`config.mk`:
```
export PLATFORM = sky130hd
export DESIGN_NAME = rng_share_arbiter
export DESIGN_NICKNAME = d
export VERILOG_FILES = /design/src/rtl/rng_share_arbiter.sv
export SDC_FILE = /design/constraint.sdc
export NUM_CORES = 1
export LEC_CHECK = 0
export BUFFER_PORTS_ARGS = -buffer_cell sky130_fd_sc_hd__buf_2
export CAP_MARGIN = 20
export CORE_ASPECT_RATIO = 0.9
export CORE_MARGIN = 3
export CORE_UTILIZATION = 47
export CTS_CLUSTER_DIAMETER = 120
export DETAILED_ROUTE_END_ITERATION = 7
export PLACE_DENSITY = 0.79
export SLEW_MARGIN = 20
export SYNTH_ARGS = -nofsm -noshare
export SYNTH_HDL_FRONTEND = slang
export SYNTH_SLANG_ARGS = --single-unit
```
`constraint.sdc`:
```
create_clock -name clk -period 1.6 [get_ports clk]
set_input_delay 0.16 -clock clk [delete_from_list [all_inputs] [get_ports clk]]
set_output_delay 0.16 -clock clk [all_outputs]
set_load 0.01 [all_outputs]
```
`src/rtl/rng_share_arbiter.sv`:
```
// Seeds and warms up a shared LFSR, then grants one fresh random word per request, round-robin.
// Optional grant statistics counter is built when RNG_ARB_STATS_EN is defined.
module rng_share_arbiter #(
  parameter int unsigned      N_REQ  = 4,
  parameter int unsigned      WIDTH  = 8,
  parameter logic [WIDTH-1:0] SEED   = WIDTH'(8'h1F),
  parameter int unsigned      WARMUP = 16
) (
  input  logic              clk,
  input  logic              rst,
  input  logic              reseed,
  input  logic [WIDTH-1:0]  seed_in,
  input  logic [N_REQ-1:0]  req,
  output logic [N_REQ-1:0]  gnt,
  output logic              rvalid,
  output logic [WIDTH-1:0]  rdata,
  output logic              busy,
  output logic              gen_en,
  output logic              gen_load,
  output logic [WIDTH-1:0]  gen_seed,
  input  logic [WIDTH-1:0]  gen_data,
  output logic [15:0]       grant_count
);

  localparam int unsigned PTR_W = (N_REQ > 1) ? $clog2(N_REQ) : 1;

  typedef enum logic [1:0] {
    ST_SEED,
    ST_WARM,
    ST_IDLE,
    ST_GNT
  } state_t;

  state_t            state_q, state_d;
  logic [N_REQ-1:0]  gnt_q, gnt_d;
  logic              rvalid_q, rvalid_d;
  logic [WIDTH-1:0]  rdata_q, rdata_d;
  logic [WIDTH-1:0]  seed_q, seed_d;
  logic [7:0]        warm_cnt_q, warm_cnt_d;
  logic [PTR_W-1:0]  ptr_q, ptr_d;
  logic [PTR_W-1:0]  win_idx;
  logic              win_found;
  int unsigned       cand;

  // Rotating priority search: first set request at or above the pointer, wrapping.
  always_comb begin
    win_found = 1'b0;
    win_idx   = '0;
    cand      = 0;
    for (int unsigned i = 0; i < N_REQ; i++) begin
      cand = (32'(ptr_q) + i) % N_REQ;
      if (!win_found && req[cand[PTR_W-1:0]]) begin
        win_found = 1'b1;
        win_idx   = cand[PTR_W-1:0];
      end
    end
  end

  always_ff @(posedge clk) begin
    if (rst) begin
      state_q    <= ST_SEED;
      gnt_q      <= '0;
      rvalid_q   <= 1'b0;
      rdata_q    <= '0;
      seed_q     <= SEED;
      warm_cnt_q <= '0;
      ptr_q      <= '0;
    end else begin
      state_q    <= state_d;
      gnt_q      <= gnt_d;
      rvalid_q   <= rvalid_d;
      rdata_q    <= rdata_d;
      seed_q     <= seed_d;
      warm_cnt_q <= warm_cnt_d;
      ptr_q      <= ptr_d;
    end
  end

  always_comb begin
    state_d = state_q;
    if (reseed) begin
      state_d = ST_SEED;
    end else begin
      unique case (state_q)
        ST_SEED: state_d = (WARMUP == 0) ? ST_IDLE : ST_WARM;
        ST_WARM: if (warm_cnt_q <= 8'd1) state_d = ST_IDLE;
        ST_IDLE: if (win_found) state_d = ST_GNT;
        ST_GNT:  state_d = ST_IDLE;
        default: state_d = ST_SEED;
      endcase
    end
  end

  // Grant pulses are rebuilt every cycle; only IDLE without reseed can raise them.
  always_comb begin
    gnt_d      = '0;
    rvalid_d   = 1'b0;
    rdata_d    = rdata_q;
    seed_d     = seed_q;
    warm_cnt_d = warm_cnt_q;
    ptr_d      = ptr_q;
    if (reseed) begin
      seed_d = (seed_in == '0) ? SEED : seed_in;
    end else begin
      unique case (state_q)
        ST_SEED: warm_cnt_d = 8'(WARMUP);
        ST_WARM: warm_cnt_d = warm_cnt_q - 8'd1;
        ST_IDLE: begin
          if (win_found) begin
            gnt_d    = N_REQ'(1) << win_idx;
            rvalid_d = 1'b1;
            rdata_d  = gen_data;
            if (32'(win_idx) == N_REQ - 1) ptr_d = '0;
            else                            ptr_d = win_idx + PTR_W'(1);
          end
        end
        default: ;
      endcase
    end
  end

  always_comb begin
    gen_load = (state_q == ST_SEED);
    gen_en   = (state_q == ST_WARM) || (state_q == ST_GNT);
    busy     = (state_q == ST_SEED) || (state_q == ST_WARM);
  end

  assign gnt      = gnt_q;
  assign rvalid   = rvalid_q;
  assign rdata    = rdata_q;
  assign gen_seed = seed_q;

`ifdef RNG_ARB_STATS_EN
  logic [15:0] grant_count_q, grant_count_d;
  logic        grant_now;

  always_comb begin
    grant_now     = (state_q == ST_IDLE) && win_found && !reseed;
    grant_count_d = grant_count_q;
    if (grant_now && (grant_count_q != 16'hFFFF)) grant_count_d = grant_count_q + 16'd1;
  end

  always_ff @(posedge clk) begin
    if (rst) grant_count_q <= '0;
    else     grant_count_q <= grant_count_d;
  end

  assign grant_count = grant_count_q;
`else
  assign grant_count = '0;
`endif

endmodule

```
==> flow_summary.json <==
{
  "rsz0062_at_grt": "false",
  "ys_warn_count": 0,
  "wl_per_cell_um": 11.10,
  "grt_pass1_wl_mm": 4.802,
  "ys_async_sr_fraction_pct": 0,
  "ys.flop_type": "dfxtp_1",
  "final_cell_mix": "buf_2, nor2_1, dfxtp_1, conb_1, mux2i_1",
  "die_h_um": 59.44,
  "reg2reg_to": "warm_cnt_q[5]$_SDFFE_PP0P_",
  "synthDistinctLibCells": 34,
  "clock_latency_ns": 0.33,
  "mappedNetlistArea_mm2": 0.001491,
  "ys_ff_latch": 33,
  "crit_slowest_cell": "or4_4",
  "rows": 18,
  "fin_util_pct": 61.89,
  "ys_seq_area_share_pct": 44.30,
  "vias": 1222,
  "synth-edff-count": 0,
  "drt-pass1-iter-count": 4,
  "stdcell_count": 257,
  "finalHoldViolCount": 0,
  "reg2regPathDepth": 5,
  "hold_depth": 3,
  "start_kind": "flop",
  "holdPathEnd": "rdata[7]$_SDFFE_PP0P_",
  "fillers": 272,
  "slew_violations": 0,
  "pin_count": 63,
  "clockRootBuffer": "clkbuf_4",
  "cts_setup_buffers": 0,
  "hpwlAfterDp_mm": 2.185,
  "clock-sinks": 33,
  "timing.hold.ws_ns": 0.05604,
  "cts_tree": "built",
  "routed_wl_mm": 2.852,
  "fin_crit_ns": 1.525,
  "syn-instance-count": 164,
  "initial_core_util_pct": 51.74,
  "power_frac_comb_pct": 17.2,
  "cap_violations": 0,
  "core_mm2": 0.002883,
  "end_kind": "flop",
  "fmax_mhz": 655.6,
  "antenna_left": 0,
  "vias_per_cell": 4.755,
  "dieWidth_um": 65.38,
  "clockPowerShare_pct": 27.2,
  "p_int_mw": 1.152,
  "cts.path.max_buffers": 2,
  "htreeDepth": 2,
  "final_common_cell": "buf_2",
  "status": "completed",
  "antenna_found_initial": 0,
  "ir_worst_vdd_mv": 0.6587,
  "power_frac_seq_pct": 55.6,
  "hp-start": "gen_data[7]",
  "worstPathCellList": "or2_4, or4_4, nor3_2, xnor2_1, nor2_1",
  "cp_data_required_time_ns": 1.81,
  "areaGrowthSynthToFinish_pct": 19.63,
  "switching_power_mw": 0.4448,
  "place_inst": 249,
  "postCtsHoldBufs": 0,
  "setup_tns_ns": 0,
  "avgSynthCellArea_um2": 9.094,
  "first_global_vias": 1106,
  "p_leak_nw": 0.8070,
  "cts.clk_slew.worst_paths_ns": 0.10,
  "hp-class": "in2reg",
  "p_total_mw": 1.597,
  "cp_max_fo": 5,
  "crit_type": "reg2reg",
  "power_density_mw_per_mm2": 894.9,
  "gp_congestion": 0.8712,
  "dieArea_mm2": 0.003886,
  "r2r_slack_ns": 0.07,
  "finalSetupViolations": 0,
  "first_iter_violations": 69,
  "diodes": 0,
  "slowest_delay_ns": 0.46,
  "fin_skew_ns": 0.007826,
  "final.period_utilization_pct": 95.33,
  "cp.arrival_ns": 1.73,
  "drive_gt1_share_pct": 32.72,
  "grt_start_max_net_pins": 19,
  "switching_share_pct": 27.86,
  "io_buffers": 46,
  "drc": 0,
  "timing.rr.start": "state_q[1]$_SDFFE_PP0P_",
  "overflow": 0,
  "grt_usage_pct": 16.20,
  "cts_made_buffers": 5,
  "nets": 241
}
final cells by class:
class                           instances  area [um^2]  share of cell area (%)
Clock buffer                            6        41.29                   2.314
Sequential cell                        33        661.9                   37.10
Tap cell                               40        50.05                   2.805
Timing Repair Buffer                   53        282.8                   15.85
Multi-Input combinational cell        118        719.4                   40.32
Clock inverter                          2        10.01                  0.5610
Inverter                                5        18.77                   1.052
timing repair:
| action | in CTS | in global routing |
|---|---|---|
| hold endpoints to repair | 0 | 0 |
| gates resized for setup | 1 | 2 |
| pin swaps | 0 | 1 |
| setup endpoints to repair | 1 | 8 |
through the flow:
step | worst slack [ns] | instance area (um^2)
floorplan | 0.07846 | 1548
global placement | 0.08122 | 1718
detailed placement | 0.05268 | 1718
CTS | 0.006345 | 1775
global route | 0.02253 | 1784
finish | 0.07477 | 1784
routing by layer:
metal | up-vias | share of wire (%) | routed length [um] | GRT usage [%]
li1 | 616 | - | - | -
met1 | 551 | 45 | 1277 | 19.62
met5 | - | 0 | 0 | 0
met4 | 0 | 0.88 | 25 | 6.213
met3 | 5 | 7.9 | 225 | 6.831
met2 | 50 | 46 | 1323 | 25.69
synthesized netlist by cell type, drive strengths merged, types with 2 or more instances:
cell / instances / share of area (%)
or3: 2 / 0.84
a21oi: 4 / 1.3
nor4: 2 / 0.84
ha: 2 / 1.7
o21ai: 2 / 0.67
nor2: 34 / 8.9
inv: 5 / 1.3
xnor2: 5 / 2.9
mux2i: 13 / 8.7
or2: 3 / 1.4
nor3: 8 / 3.7
dfxtp: 33 / 44
o22a: 5 / 2.9
a211oi: 3 / 1.5
nand3b: 2 / 1.0
nand2: 7 / 1.8
buf: 19 / 9.9
nand2b: 2 / 0.84
clkbuf: 4 / 1.0
xor2: 2 / 1.2
kinds of logic (layout without fill, tap and decap cells):
family,Yosys count,count (layout),synth area share [%]
other cells,1,16,0.2514
fa+ha+maj,2,2,1.678
simple gates,62,62,20.47
flops,33,33,44.30
xor+xnor,7,7,4.111
compound gates,18,18,8.306
mux,13,13,8.725
buf+inv,28,66,12.16
worst max path at each step:
| stage | startpoint | to | slack [ns] | cells past startpoint |
|---|---|---|---|---|
| CTS | state_q[1]$_SDFFE_PP0P_ | warm_cnt_q[7]$_SDFFE_PP0P_ | 0.006 | 5 |
| finish | state_q[1]$_SDFFE_PP0P_ | warm_cnt_q[5]$_SDFFE_PP0P_ | 0.07 | 5 |
| global placement | state_q[1]$_SDFFE_PP0P_ | warm_cnt_q[7]$_SDFFE_PP0P_ | 0.08 | 5 |
| detailed placement | state_q[1]$_SDFFE_PP0P_ | warm_cnt_q[7]$_SDFFE_PP0P_ | 0.05 | 5 |
| global route | state_q[1]$_SDFFE_PP0P_ | ptr_q[1]$_SDFFE_PP0P_ | 0.02 | 6 |
| floorplan | state_q[1]$_SDFFE_PP0P_ | rdata[0]$_SDFFE_PP0P_ | 0.08 | 6 |
critical path, delay by kind of cell, from the launching register on:
kind / cells / cell delay, ns
XOR/XNOR: 1 / 0.14
flip-flops: 1 / 0.35
AND/OR/NAND/NOR: 4 / 0.93
registers in the layout, indices dropped and copies added (netlist names):
signal / count
warm_cnt_q: 8
rdata: 8
ptr_q: 2
state_q: 2
gnt: 4
gen_seed: 8
rvalid: 1
power groups by stage:
| stage | combinational [mW] | clock (mW) | sequential, mW |
|---|---|---|---|
| after floorplan | 0.203 | 0 | 0.908 |
| after global placement | 0.260 | 0 | 0.905 |
| after detailed placement | 0.264 | 0 | 0.904 |
| after CTS | 0.272 | 0.453 | 0.887 |
| after global routing | 0.308 | 0.488 | 0.894 |
| final | 0.274 | 0.434 | 0.889 |
Note: power is estimated with default switching activity, not from simulation.
